## config.mk

```make
export PLATFORM = sky130hd
export DESIGN_NAME = apb_req_arbiter
export DESIGN_NICKNAME = d
export VERILOG_FILES = /design/src/rtl/apb_req_arbiter.sv
export SDC_FILE = /design/constraint.sdc
export NUM_CORES = 1
export LEC_CHECK = 0
export CORE_AREA = 2 2 160 162
export DETAILED_ROUTE_END_ITERATION = 10
export DIE_AREA = 0 0 162 164
export SLEW_MARGIN = 20
export SYNTH_ARGS = -nofsm -noshare
export SYNTH_HDL_FRONTEND = slang
export SYNTH_SLANG_ARGS = --single-unit
export TNS_END_PERCENT = 5
```

## constraint.sdc

```tcl
create_clock -name pclk -period 5.1 [get_ports pclk]
set_clock_uncertainty 0.15 [all_clocks]
set_input_delay 1.02 -clock pclk [delete_from_list [all_inputs] [get_ports pclk]]
set_output_delay 1.02 -clock pclk [all_outputs]
set_load 0.05 [all_outputs]
```

## src/rtl/apb_req_arbiter.sv

```systemverilog
// apb_req_arbiter: round-robin APB master shared by NREQ on-chip requesters.
// Runs SETUP/ACCESS phases, bounds pready waits with a timeout, returns per-requester responses.
module apb_req_arbiter #(
   parameter int unsigned NREQ    = 4,
   parameter int unsigned ADDR_W  = 32,
   parameter int unsigned DATA_W  = 32,
   parameter int unsigned TIMEOUT = 16
) (
   input  logic                   pclk,
   input  logic                   preset_n,
   input  logic [NREQ-1:0]        req_valid,
   input  logic [NREQ-1:0]        req_write,
   input  logic [NREQ*ADDR_W-1:0] req_addr,
   input  logic [NREQ*DATA_W-1:0] req_wdata,
   output logic [NREQ-1:0]        req_ready,
   output logic [NREQ-1:0]        rsp_valid,
   output logic [DATA_W-1:0]      rsp_rdata,
   output logic                   rsp_err,
   output logic                   psel,
   output logic                   penable,
   output logic                   pwrite,
   output logic [ADDR_W-1:0]      paddr,
   output logic [DATA_W-1:0]      pwdata,
   input  logic [DATA_W-1:0]      prdata,
   input  logic                   pready,
   input  logic                   pslverr
);
   localparam int unsigned IDX_W = (NREQ > 1) ? $clog2(NREQ) : 1;
   localparam int unsigned CNT_W = (TIMEOUT > 0) ? $clog2(TIMEOUT + 1) : 1;

   typedef enum logic [1:0] {
      IDLE   = 2'd0,
      SETUP  = 2'd1,
      ACCESS = 2'd2
   } state_t;

   state_t            state_q, state_d;
   logic [IDX_W-1:0]  last_q, last_d;
   logic [IDX_W-1:0]  owner_q, owner_d;
   logic [CNT_W-1:0]  cnt_q, cnt_d;
   logic [IDX_W-1:0]  grant_idx;
   logic              grant, done, expired;
   logic              psel_d, penable_d, pwrite_d;
   logic [ADDR_W-1:0] paddr_d;
   logic [DATA_W-1:0] pwdata_d;
   logic [NREQ-1:0]   rsp_valid_d;
   logic [DATA_W-1:0] rsp_rdata_d;
   logic              rsp_err_d;

   logic [ADDR_W-1:0] addr_arr  [NREQ];
   logic [DATA_W-1:0] wdata_arr [NREQ];

   for (genvar i = 0; i < NREQ; i++) begin : g_unpack
      assign addr_arr[i]  = req_addr[i*ADDR_W +: ADDR_W];
      assign wdata_arr[i] = req_wdata[i*DATA_W +: DATA_W];
   end

   // First valid requester after 'last'; the descending scan lets the nearest one win.
   function automatic logic [IDX_W-1:0] rr_pick(input logic [NREQ-1:0] valid,
                                                input logic [IDX_W-1:0] last);
      logic [IDX_W-1:0] pick;
      int unsigned      idx;
      pick = last;
      for (int k = NREQ; k >= 1; k--) begin
         idx = (32'(last) + 32'(k)) % NREQ;
         if (valid[IDX_W'(idx)]) pick = IDX_W'(idx);
      end
      return pick;
   endfunction

   // Next-state, grant and registered-output next values.
   always_comb begin
      state_d     = state_q;
      last_d      = last_q;
      owner_d     = owner_q;
      cnt_d       = cnt_q;
      paddr_d     = paddr;
      pwdata_d    = pwdata;
      pwrite_d    = pwrite;
      rsp_valid_d = '0;
      rsp_rdata_d = '0;
      rsp_err_d   = 1'b0;
      req_ready   = '0;

      grant_idx = rr_pick(req_valid, last_q);
      // A ready slave in the expiry cycle wins over the timeout.
      expired   = (TIMEOUT != 0) && (cnt_q == CNT_W'(TIMEOUT)) && !pready;
      done      = (state_q == ACCESS) && (pready || expired);
      grant     = preset_n && (|req_valid) && ((state_q == IDLE) || done);

      case (state_q)
         SETUP: begin
            state_d = ACCESS;
            cnt_d   = '0;
         end
         ACCESS: begin
            if (done) state_d = IDLE;
            else      cnt_d   = cnt_q + CNT_W'(1);
         end
         default: state_d = IDLE;
      endcase

      if (done) begin
         rsp_valid_d[owner_q] = 1'b1;
         rsp_err_d            = expired | pslverr;
         rsp_rdata_d          = (expired || pwrite) ? '0 : prdata;
      end

      if (grant) begin
         req_ready[grant_idx] = 1'b1;
         state_d  = SETUP;
         last_d   = grant_idx;
         owner_d  = grant_idx;
         paddr_d  = addr_arr[grant_idx];
         pwdata_d = wdata_arr[grant_idx];
         pwrite_d = req_write[grant_idx];
      end

      psel_d    = (state_d != IDLE);
      penable_d = (state_d == ACCESS);
   end

   always_ff @(posedge pclk or negedge preset_n) begin
      if (!preset_n) begin
         state_q   <= IDLE;
         last_q    <= IDX_W'(NREQ - 1);
         owner_q   <= '0;
         cnt_q     <= '0;
         psel      <= 1'b0;
         penable   <= 1'b0;
         pwrite    <= 1'b0;
         paddr     <= '0;
         pwdata    <= '0;
         rsp_valid <= '0;
         rsp_rdata <= '0;
         rsp_err   <= 1'b0;
      end else begin
         state_q   <= state_d;
         last_q    <= last_d;
         owner_q   <= owner_d;
         cnt_q     <= cnt_d;
         psel      <= psel_d;
         penable   <= penable_d;
         pwrite    <= pwrite_d;
         paddr     <= paddr_d;
         pwdata    <= pwdata_d;
         rsp_valid <= rsp_valid_d;
         rsp_rdata <= rsp_rdata_d;
         rsp_err   <= rsp_err_d;
      end
   end

endmodule
```

### Word-level counts from Yosys, hierarchy flattened

Index checks and enable logic that the tools add are counted.

| storage, ports and cells | value |
|---|---|
| word-level logic and storage cells | 82 |
| output and inout port bits | 108 |
| bits of input ports | 300 |
| flip-flop bits (word level) | 115 |

| operators by class | value |
|---|---|
| eq/ne operators | 5 |
| bitwise operators | 2 |
| $add $sub $neg | 5 |
| order comparisons | 9 |
| reductions and logical operators | 15 |
| muxes and demuxes | 34 |

Operator list:

| kind | number |
|---|---|
| $mux 32 | 6 |
| $bmux 32 s2 | 2 |
| $lt 2x3->1 const B | 6 |
| $mux 2 | 6 |
| $bmux 1 s2 | 5 |
| $pmux 5 s2 | 1 |
| $mux 1 | 8 |
| $mux 4 | 2 |
| $logic_and 1x1->1 | 6 |
| $add 5x1->5 const B | 1 |
| $eq 5x5->1 const B | 1 |
| $mux 5 | 1 |
| $add 2x1->2 const B | 2 |
| $add 2x2->2 const B | 2 |
| $demux 1 s2 | 2 |
| $eq 2x2->1 const B | 2 |
| $ge 2x1->1 const B | 2 |
| $pmux 2 s2 | 1 |
| $reduce_bool 2->1 | 2 |
| $reduce_or 4->1 | 1 |
| $ge 3x3->1 const B | 1 |
| $logic_or 1x1->1 | 3 |
| $not 2->3 | 1 |
| $eq 2x1->1 const B | 1 |
| 5 further kinds | 5 |

### Logic depth before layout (Yosys ltp)

| logic depth | value |
|---|---|
| depth in word-level cells | 12 |
| gate-level depth with buffers | 10 |
| depth with buffers taken out | 7 |

### Worst setup path before layout

Ideal clock, no wire load.

| timing path | value |
|---|---|
| kind | input to output |
| from | input req_valid[0] |
| to | output req_ready[0] |
| data required time | 3,930 ps |
| cell stages on the path | 5 |
| buffers on the path | 2 |
| data arrival time | 2,881 ps |
| setup slack | 1,049 ps |
| cell sequence | mux2i_1 -> a221o_1 -> buf_6 -> buf_6 -> nor3_1 |

| between the ends | value |
|---|---|
| cells in the longest elaborated chain, start to end | 11 |
| elaborated cells on any way between the ends | 21 |
| those cells by class | order compare (2); mux (15); reduce/logical (4) |

RTL lines:

| element | line | source |
|---|---|---|
| start: declaration | 11 | `input logic [NREQ-1:0] req_valid,` |
| $bmux 1 s2 | 66 | `if (valid[IDX_W'(idx)]) pick = IDX_W'(idx);` |
| $mux 1 (implied by the code) | 66 |  |
| $mux 2 (4 in series) | 66 |  |
| $lt 2x3->1 (implied by the code) / $ge 2x1->1 (equally long branches) | 110 | `req_ready[grant_idx] = 1'b1;` |
| $logic_and 1x1->1 (implied by the code) | 110 |  |
| $mux 1 (implied by the code) | 110 |  |
| $demux 1 s2 | 110 |  |
| $mux 4 * | 109 | `if (grant) begin` |
| end: declaration | 15 | `output logic [NREQ-1:0] req_ready,` |

Every way passes the cells marked *; elsewhere a longest branch is shown, timed or not. The select of a mux whose other input is x is not followed.

### Final worst setup path

| timing path | value |
|---|---|
| from | input req_valid[3] |
| to | output req_ready[3] |

Same word-level chain as after synthesis.

==> impl_results.md <==
* Status: completed
* Commonest non-fill, non-tap cell in the layout: clkdlybuf4s50_1
* Post-Syn Area at 7340 µm²
* Cells after Synth at 694
* Chip width at 162 µm
* Critical path's slowest cell: clkdlybuf4s50_1
* Synth Warn # at 0
* Most frequent cells in the layout: clkdlybuf4s50_1, and3_1, dfrtp_1
* Clk slew on worst S/H paths at 0.06 ns
* Routed vias at 7,121
* Max Clk Rate at 245 MHz
* Area Growth Syn to Fin at 63.3%
* Leakage Power at 0.00468 µW
* Synth Flop Type: dfrtp_1
* Root buffer cell: clkbuf_16
* Hold buffers post-CTS at 0
* Met3 WL at 2.04 mm
* H-tree levels at 4
* CP startpoint kind: input port
* Slew HR at 34.8%
* Clock sinks at 115
* Die ar. at 26,600 µm²
* Ys async rst share at 100%
* Total power at 6180 µW
* DR top layer: met5
* Final Cycle Share at 80.0%
* HP Class: flop to flop
* Post-cts sizing count at 0
* Initial antenna violation count at 2
* Post-synth EDFFs at 0
* Clock tree buffer depth at 2
* Post-CTS Repair Setup Buffers at 0
* CP Capture Type: output port
* Fill count at 2,401
* Met1 WL at 12.0 mm
* Placed Cells at 1,361
* First-pass GRT wire length at 42.5 mm
* # setup viols final at 0
* Register area share after synthesis at 39.2%
* Detailed Routing Iterations Pass 1 at 4
* Min Tclk post-route at 4.08 ns
* Initial Utilization at 29.6%
* PD cells at 515 nW/µm²
* Multi-input gate area at 3900 µm²
* Final GP Congestion at 0.785
* Skew-Pair Late Insertion Delay at 0.41 ns
* Post-synth cell types at 43
* Core area at 24,800 µm²
* IR Drop Worst-Case VDD at 269 µV
* Nets@finish at 1,355
* WP buf/inv at 2
* Final WL at 28.2 mm
* Inserted Clock Buffers at 17
* Syn Nets at 999
* Tot GR Track Use at 20.8%
* Initial DRC count at 329
* Critical path's top delay family: buffers and inverters
* Remaining antenna violation count at 0
* Port bufs at 407
* Setup_tns at 0 ns
* CP required at 3.93 ns
* Worst Path Arrival at 2.91 ns
* Number of global-route vias before repair at 7,248
* Pin count of the biggest net entering global routing at 138
* CP max stage delay at 0.63 ns
* Post-route DRC at 0
* Post-synthesis average cell area at 10.6 µm²
* RSZ-0062 raised after global routing: false
* CTS tree: built
* Final hold vios at 0
* Slew @ Worst Pin at 0.978 ns
* DPL Wire Length at 19.0 mm
* Critical Path, Cell by Cell: clkdlybuf4s50_1 -> nand2b_1 -> a31oi_4 -> nand2_8 -> nor3_1 -> buf_12
* Number of max-cap violations at 0
* # rows at 58
* Register area at 2880 µm²
* Layout cells sized above 1 at 15.6%
* Io pins at 408
* WL/cell at 20.2 µm
* Max-slew violation count at 0
* Kind of critical path: input port to output port
* Fin cells at 1,394
* Routed length on met2 at 13.5 mm
* Die H at 164 µm
* Crit-path max FO at 25
* Flops & latches, synth at 115
* DR vias/cell at 5.11
* GRT overflow at 0
cells by family (layout without fill, tap and decap cells):
family | count (synthesis) | in the layout | synth area share, %
multiplexers | 2 | 2 | 0.273
flip-flops | 115 | 115 | 39.2
AND/OR/NAND/NOR | 329 | 329 | 26.7
XOR/XNOR | 1 | 1 | 0.119
adder cells (fa/ha/maj) | 5 | 5 | 0.852
other | 0 | 1 | 0
AO/OA/AOI/OAI | 153 | 153 | 24.6
buffers and inverters | 89 | 458 | 8.19
where the power goes:
group          internal, µW  total, µW  switching, µW
sequential             1200       1390            184
clock                   654       1190            534
combinational          1230       3610           2370
total                  3090       6180           3090
per-layer routing:
layer | global-route usage [%] | vias to the layer above
li1 | - | 3398
met1 | 26.1 | 3401
met2 | 34.7 | 282
met3 | 6.14 | 38
met4 | 6.03 | 2
met5 | 0 | -
synthesized netlist by cell type, drive strengths merged, types with 2 or more instances:
library cell    n  share of area [%]
and3          130                 11
a2111oi       129                 22
dfrtp         113                 39
nor2           73                3.7
nor3           71                7.4
buf            47                6.0
clkbuf         35                1.9
and2           34                2.9
nand2          12               0.72
o21ai           9               0.61
inv             7               0.36
ha              5               0.85
a21oi           3               0.20
a31oi           3               0.66
a211oi          2               0.34
dfstp           2               0.72
mux2i           2               0.27
nand3           2               0.14
nor3b           2               0.20
o21a            2               0.31
through the flow:
step | area (µm²) | utilization [%] | worst slack, ns | hold slack, ns
2_1_floorplan | 7340 | - | 1.05 | 0.305
3_3_place_gp | 11400 | 46.0 | 0.993 | 0.331
4_1_cts | 12000 | 48.3 | 1.03 | 0.344
5_1_grt | 12000 | 48.3 | 0.907 | 0.368
3_5_place_dp | 11400 | 46.0 | 1.04 | 0.337
6_report | 12000 | 48.3 | 1.02 | 0.343
registers in the layout, indices dropped and copies added (netlist names):
| name | flops |
|---|---|
| paddr | 32 |
| rsp_err | 1 |
| pwrite | 1 |
| penable | 1 |
| cnt_q | 5 |
| pwdata | 32 |
| rsp_rdata | 32 |
| last_q | 2 |
| state_q | 2 |
| rsp_valid | 4 |
| psel | 1 |
| owner_q | 2 |
path summary, 6_finish.rpt:
| kind | startpoint | endpoint | slack [ns] | cells past startpoint |
|---|---|---|---|---|
| worst max register to register | last_q[1]$_DFFE_PN1P_ | pwdata[17]$_DFFE_PN0P_ | 2.27 | 6 |
| max in group asynchronous | preset_n | pwdata[21]$_DFFE_PN0P_ | 2.90 | 2 |
| worst max-delay path | req_valid[3] | req_ready[3] | 1.02 | 6 |
| min in group asynchronous | preset_n | pwdata[9]$_DFFE_PN0P_ | 0.51 | 1 |
| worst min-delay path | owner_q[0]$_DFFE_PN0P_ | rsp_valid[2]$_DFF_PN0_ | 0.34 | 1 |
| worst min register to register | owner_q[0]$_DFFE_PN0P_ | rsp_valid[2]$_DFF_PN0_ | 0.34 | 1 |
area by class of cell:
cell class | instances | area share [%]
Antenna cell | 1 | 0.0209
Clock buffer | 17 | 3.55
Clock inverter | 15 | 1.26
Inverter | 7 | 0.219
Multi-Input combinational cell | 490 | 32.5
Sequential cell | 115 | 24.0
Tap cell | 330 | 3.44
Timing Repair Buffer | 419 | 35.0
(Power assumes the default switching activity.)
